[config.mk]
export PLATFORM = sky130hd
export DESIGN_NAME = demux32_regbank
export DESIGN_NICKNAME = d
export VERILOG_FILES = /design/src/rtl/demux32_regbank.sv
export SDC_FILE = /design/constraint.sdc
export NUM_CORES = 1
export LEC_CHECK = 0
export ABC_CLOCK_PERIOD_IN_PS = 2500
export BUFFER_PORTS_ARGS = -buffer_cell sky130_fd_sc_hd__buf_2
export CAP_MARGIN = 30
export CORE_AREA = 3 3 428 430
export DETAILED_ROUTE_END_ITERATION = 10
export DIE_AREA = 0 0 431 433
export GPL_TIMING_DRIVEN = 0
export PLACE_DENSITY = 0.44
export SLEW_MARGIN = 20
export SYNTH_ARGS = -nofsm -noshare
export SYNTH_HDL_FRONTEND = slang
export SYNTH_SLANG_ARGS = --single-unit
[constraint.sdc]
create_clock -name clk -period 2.5 [get_ports clk]
set_clock_uncertainty 0.1 [all_clocks]
set_input_delay 0.25 -clock clk [delete_from_list [all_inputs] [get_ports clk]]
set_output_delay 0.25 -clock clk [all_outputs]
set_load 0.01 [all_outputs]
[src/rtl/demux32_regbank.sv]
// demux32_regbank: 1-to-32 write demultiplexer into a registered bank of N-bit
// entries with per-entry valid bits and a 32-cycle sequential clear sweep.
// Optional build macro: DEMUX32_ZERO_REG0_EN (entry 0 hardwired to zero).
module demux32_regbank #(
    parameter int unsigned N = 32
) (
    input  logic         clk,
    input  logic         rst,
    input  logic         wr_ena,
    input  logic [4:0]   wr_addr,
    input  logic [N-1:0] wr_data,
    output logic         wr_ready,
    input  logic         clr_req,
    output logic         busy,
    output logic [31:0]  valid,
    output logic [N-1:0] out00,
    output logic [N-1:0] out01,
    output logic [N-1:0] out02,
    output logic [N-1:0] out03,
    output logic [N-1:0] out04,
    output logic [N-1:0] out05,
    output logic [N-1:0] out06,
    output logic [N-1:0] out07,
    output logic [N-1:0] out08,
    output logic [N-1:0] out09,
    output logic [N-1:0] out10,
    output logic [N-1:0] out11,
    output logic [N-1:0] out12,
    output logic [N-1:0] out13,
    output logic [N-1:0] out14,
    output logic [N-1:0] out15,
    output logic [N-1:0] out16,
    output logic [N-1:0] out17,
    output logic [N-1:0] out18,
    output logic [N-1:0] out19,
    output logic [N-1:0] out20,
    output logic [N-1:0] out21,
    output logic [N-1:0] out22,
    output logic [N-1:0] out23,
    output logic [N-1:0] out24,
    output logic [N-1:0] out25,
    output logic [N-1:0] out26,
    output logic [N-1:0] out27,
    output logic [N-1:0] out28,
    output logic [N-1:0] out29,
    output logic [N-1:0] out30,
    output logic [N-1:0] out31
);

    typedef enum logic {StIdle, StClear} state_e;

    state_e        state_q, state_d;
    logic [4:0]    cnt_q, cnt_d;
    logic [N-1:0]  entry_q [32];
    logic [31:0]   valid_q;
    logic [31:0]   wr_en;
    logic [31:0]   clr_en;

    // Writes are only taken in IDLE and never while reset is asserted.
    assign wr_ready = (state_q == StIdle) && rst;
    assign busy     = (state_q == StClear);
    assign valid    = valid_q;

    // One-hot write and sweep-clear enables; they never overlap since writes need IDLE.
    always_comb begin
        wr_en  = '0;
        clr_en = '0;
        if (wr_ena && wr_ready) begin
            wr_en = 32'd1 << wr_addr;
        end
`ifdef DEMUX32_ZERO_REG0_EN
        // Entry 0 is hardwired: the write is accepted but discarded.
        wr_en[0] = 1'b0;
`endif
        if (state_q == StClear) begin
            clr_en = 32'd1 << cnt_q;
        end
    end

    // Next-state logic for the IDLE/CLEAR controller and sweep counter.
    always_comb begin
        state_d = state_q;
        cnt_d   = cnt_q;
        unique case (state_q)
            StIdle: begin
                if (clr_req) begin
                    state_d = StClear;
                    cnt_d   = 5'd0;
                end
            end
            StClear: begin
                cnt_d = cnt_q + 5'd1;
                if (cnt_q == 5'd31) begin
                    state_d = StIdle;
                end
            end
            default: begin
                state_d = StIdle;
                cnt_d   = 5'd0;
            end
        endcase
    end

    // Controller state register.
    always_ff @(posedge clk or negedge rst) begin
        if (!rst) begin
            state_q <= StIdle;
            cnt_q   <= 5'd0;
        end else begin
            state_q <= state_d;
            cnt_q   <= cnt_d;
        end
    end

    // Entry bank and valid bits: write-enabled entry loads, swept entry zeroes.
    always_ff @(posedge clk or negedge rst) begin
        if (!rst) begin
            for (int k = 0; k < 32; k++) begin
                entry_q[k] <= '0;
            end
            valid_q <= '0;
        end else begin
            for (int k = 0; k < 32; k++) begin
                if (wr_en[k]) begin
                    entry_q[k] <= wr_data;
                end else if (clr_en[k]) begin
                    entry_q[k] <= '0;
                end
            end
            valid_q <= (valid_q | wr_en) & ~clr_en;
        end
    end

    assign out00 = entry_q[0];
    assign out01 = entry_q[1];
    assign out02 = entry_q[2];
    assign out03 = entry_q[3];
    assign out04 = entry_q[4];
    assign out05 = entry_q[5];
    assign out06 = entry_q[6];
    assign out07 = entry_q[7];
    assign out08 = entry_q[8];
    assign out09 = entry_q[9];
    assign out10 = entry_q[10];
    assign out11 = entry_q[11];
    assign out12 = entry_q[12];
    assign out13 = entry_q[13];
    assign out14 = entry_q[14];
    assign out15 = entry_q[15];
    assign out16 = entry_q[16];
    assign out17 = entry_q[17];
    assign out18 = entry_q[18];
    assign out19 = entry_q[19];
    assign out20 = entry_q[20];
    assign out21 = entry_q[21];
    assign out22 = entry_q[22];
    assign out23 = entry_q[23];
    assign out24 = entry_q[24];
    assign out25 = entry_q[25];
    assign out26 = entry_q[26];
    assign out27 = entry_q[27];
    assign out28 = entry_q[28];
    assign out29 = entry_q[29];
    assign out30 = entry_q[30];
    assign out31 = entry_q[31];

endmodule
==> results.tsv <==
stage	metric	value	unit
status	outcome	complete, but fails checks	
status	violations	negative hold slack	
logic_synthesis	yosysMostFrequentCell	dfrtp_1	
floorplan	ioPinCount	1099	
power_and_ir_drop	irDropWorstVdd	0.000564	V
power_and_ir_drop	p_int	0.0344	W
setup_path	cp-end-kind	flip-flop	
cells_and_area	post-route-util	0.303	
grt	grt_max_degree	133	
setup_path	critPathRequiredTime	3.09	ns
grt	grt_first_pass_wirelength	303	mm
timing	fin_crit_sh	0.967	
cells_and_area	multi_input_area	0.0116	mm²
clock_tree	cts_tree	built	
setup_path	crit_path_frequent_cell	buf_16	
logic_synthesis	synth_area	0.0401	mm²
timing	relSlewSlack	0.294	
logic_synthesis	synthXorXnorAreaFrac	0.000218	
power_and_ir_drop	power_leakage	28.4	nW
logic_synthesis	ys_types	39	
detailed_routing	dr.first_iter.drc_count	3477	
timing	max_freq	0.414	GHz
setup_path	crit_chain	buf_16, buf_16, buf_16, buf_16, buf_16, and4_1, buf_2, clkbuf_1, clkbuf_1, nand3_1, o21ai_0	
logic_synthesis	synth-main-ff-cell	dfrtp_1	
cells_and_area	synthToLayoutAreaGrowth	36.1	%
setup_path	cp-start-kind	input pin	
detailed_routing	drc	0	
clock_tree	cts_max_path_buffers	3	
logic_synthesis	async_reset_ff_frac	1.00	
power_and_ir_drop	power	0.0519	W
floorplan	die_y	433	µm
logic_synthesis	yosys-top-cells-count	dfrtp_1, a22o_1, nand2_1	
grt	overflow	0	
floorplan	rows	156	
timing	whs	-0.151	ns
detailed_routing	firstDrtPassIters	6	
logic_synthesis	synth-adder-area-share	0.00218	
placement	placed_cell_area	0.0492	mm²
timing	hold_viol	110	
placement	dp_hpwl	170	mm
power_and_ir_drop	seqPwrFrac	0.409	
cells_and_area	drive_gt1_frac	0.354	
detailed_routing	via_per_inst	4.95	
cells_and_area	fin_area	0.0546	mm²
setup_path	cp_top_family	buffers and inverters	
timing	setup_viol	0	
logic_synthesis	yosysSeqAreaShare	0.663	
placement	dp_cells	6646	
setup_path	arrival	3.01	ns
setup_path	cpPeakStageDelay	0.61	ns
timing	worst_pin_slew	1.06	ns
detailed_routing	wirelength	228	mm
power_and_ir_drop	p_sw	0.0174	W
flow_run	cap_violations	0	
logic_synthesis	synth_top_area_share	0.663	
power_and_ir_drop	powerDensity	951	mW/mm²
floorplan	dieArea	0.187	mm²
grt	grt_usage	0.236	
placement	port_buffers	1098	
min_path	holdCritPathClass	in -> async	
clock_tree	insertion_delay	0.77	ns
setup_path	slowest_stage	clkbuf_1	
timing	slew_violations	0	
power_and_ir_drop	switching_share	0.336	
timing	min_period	2.42	ns
detailed_routing	post_drt_wl_per_cell	32.7	µm
placement	gp_congestion	0.871	
clock_tree	cts_sinks	1062	
logic_synthesis	synth.area.mux_share	0.000250	
setup_path	worstPathMaxFanout	10	
clock_tree	clk_pin_slew	0.06	ns
power_and_ir_drop	comb_power_share	0.224	
clock_tree	clock-root-buffer	clkbuf_16	
cells_and_area	nFillCells	18700	
floorplan	die_w	431	µm
logic_synthesis	synth_edf_count	0	
cells_and_area	seq_area	0.0266	mm²
logic_synthesis	synth_area_leaders	dfrtp_1, a22o_1, nand3_1, o21ai_0, nand2_1	
grt	grt_antenna_before_repair	29	
grt	grt_pass1_vias	32900	
logic_synthesis	synth_simple_gate_area_frac	0.0702	
logic_synthesis	synth_top_family_by_area	compound AO/OA/AOI/OAI gates	
logic_synthesis	synth.avg_cell_area	12.8	µm²
logic_synthesis	synth_nets	3189	
cells_and_area	fin_nets	4540	
logic_synthesis	synth_compound_area_frac	0.215	
timing	fin_tns_setup	0	ns
clock_tree	cts-buffers-inserted	131	
detailed_routing	num_vias	34500	
floorplan	start_util	0.223	
logic_synthesis	ys_ff_latch	1062	
setup_path	critical_path_buf_inv_count	8	
detailed_routing	ant_nets	0	
logic_synthesis	yosys_warnings	0	
clock_tree	htreeDepth	4	
power_and_ir_drop	clockPowerShare	0.367	
clock_tree	hold_buffers	50	
logic_synthesis	synth_top_area_cell	dfrtp_1	
logic_synthesis	synthCells	3141	
floorplan	core_area	0.180	mm²
setup_path	path_class	in -> reg	
cells_and_area	finalNonFillerCells	6972	
==> cells in the final DEF, fill, tap and decap left out, types with 32 or more instances in the layout <==
cell	instances
buf_2	1223
nand3_1	257
clkbuf_1	222
a22o_1	768
and2_1	32
dlygate4sd3_1	40
buf_4	58
dfrtp_1	1061
nand2_1	258
o21ai_0	257
clkbuf_16	134
buf_6	55
==> worst register-to-register path: stages (launching register included) <==
cell     delay [ns]
dfrtp_2        0.44
buf_12         0.14
and4b_1        0.37
buf_4          0.30
and2_1         0.16
buf_2          0.28
buf_2          0.34
a22o_1         0.20
==> cell families (layout without fill, tap and decap cells) <==
kind of cell	count (synthesis)	after routing
multiplexers	1	1
AO/OA/AOI/OAI	1085	1085
adder cells (fa/ha/maj)	7	7
flip-flops	1062	1062
other	0	11
buffers and inverters	398	1848
XOR/XNOR	1	1
AND/OR/NAND/NOR	587	587
==> metrics by stage <==
stage               hold slack, ns  setup WS (ns)
floorplan                   -0.146          0.572
CTS                         -0.152        0.00204
detailed placement           0.182          -1.51
finish                      -0.151         0.0821
global placement             0.369         -23.96
global route                -0.152       -0.00126
==> routing by layer <==
layer / track usage / share of wire / vias up
met5: 0 / 0.00019 / -
met4: 0.101 / 0.048 / 8
li1: - / - / 14300
met2: 0.381 / 0.47 / 1683
met3: 0.0550 / 0.069 / 385
met1: 0.303 / 0.41 / 18200
==> final timing paths <==
check	start	end	slack [ns]	depth (start not counted)
max	rst	out23[11]$_DFFE_PN0P_	0.08	11
min	rst	valid[4]$_DFF_PN0_	-0.15	6
max reg2reg	busy$_DFF_PN0_	out29[22]$_DFFE_PN0P_	0.10	7
max in group asynchronous	rst	out22[25]$_DFFE_PN0P_	0.47	6
min in group clk	clr_req	cnt_q[2]$_DFFE_PN0P_	0.30	3
min reg2reg	valid[15]$_DFF_PN0_	valid[15]$_DFF_PN0_	0.39	1
==> area by class of cell <==
type	count	area share
Inverter	4	0.000275
Clock buffer	200	0.0702
Sequential cell	1062	0.487
Tap cell	2370	0.0543
Multi-Input combinational cell	1681	0.213
Antenna cell	11	0.000504
Buffer	392	0.0370
Clock inverter	32	0.00702
Timing Repair Buffer	1220	0.131
==> repair_timing <==
item | in CTS | in global routing
buffers inserted | 22 | 9
pin swaps | 11 | 5
setup endpoints to repair | 1020 | 187
hold endpoints to repair | 370 | 110
gates resized for setup | 26 | 26
gates cloned | 2 | 0
==> power groups by stage <==
| stage | combinational (W) | clock [W] | sequential (W) |
|---|---|---|---|
| final | 0.0116 | 0.0190 | 0.0212 |
| after CTS | 0.0117 | 0.0194 | 0.0212 |
| after global placement | 0.0112 | 0 | 0.0215 |
| after floorplan | 0.00341 | 0 | 0.0224 |
| after global routing | 0.0123 | 0.0201 | 0.0215 |
| after detailed placement | 0.0114 | 0 | 0.0215 |
(Power assumes the default switching activity.)
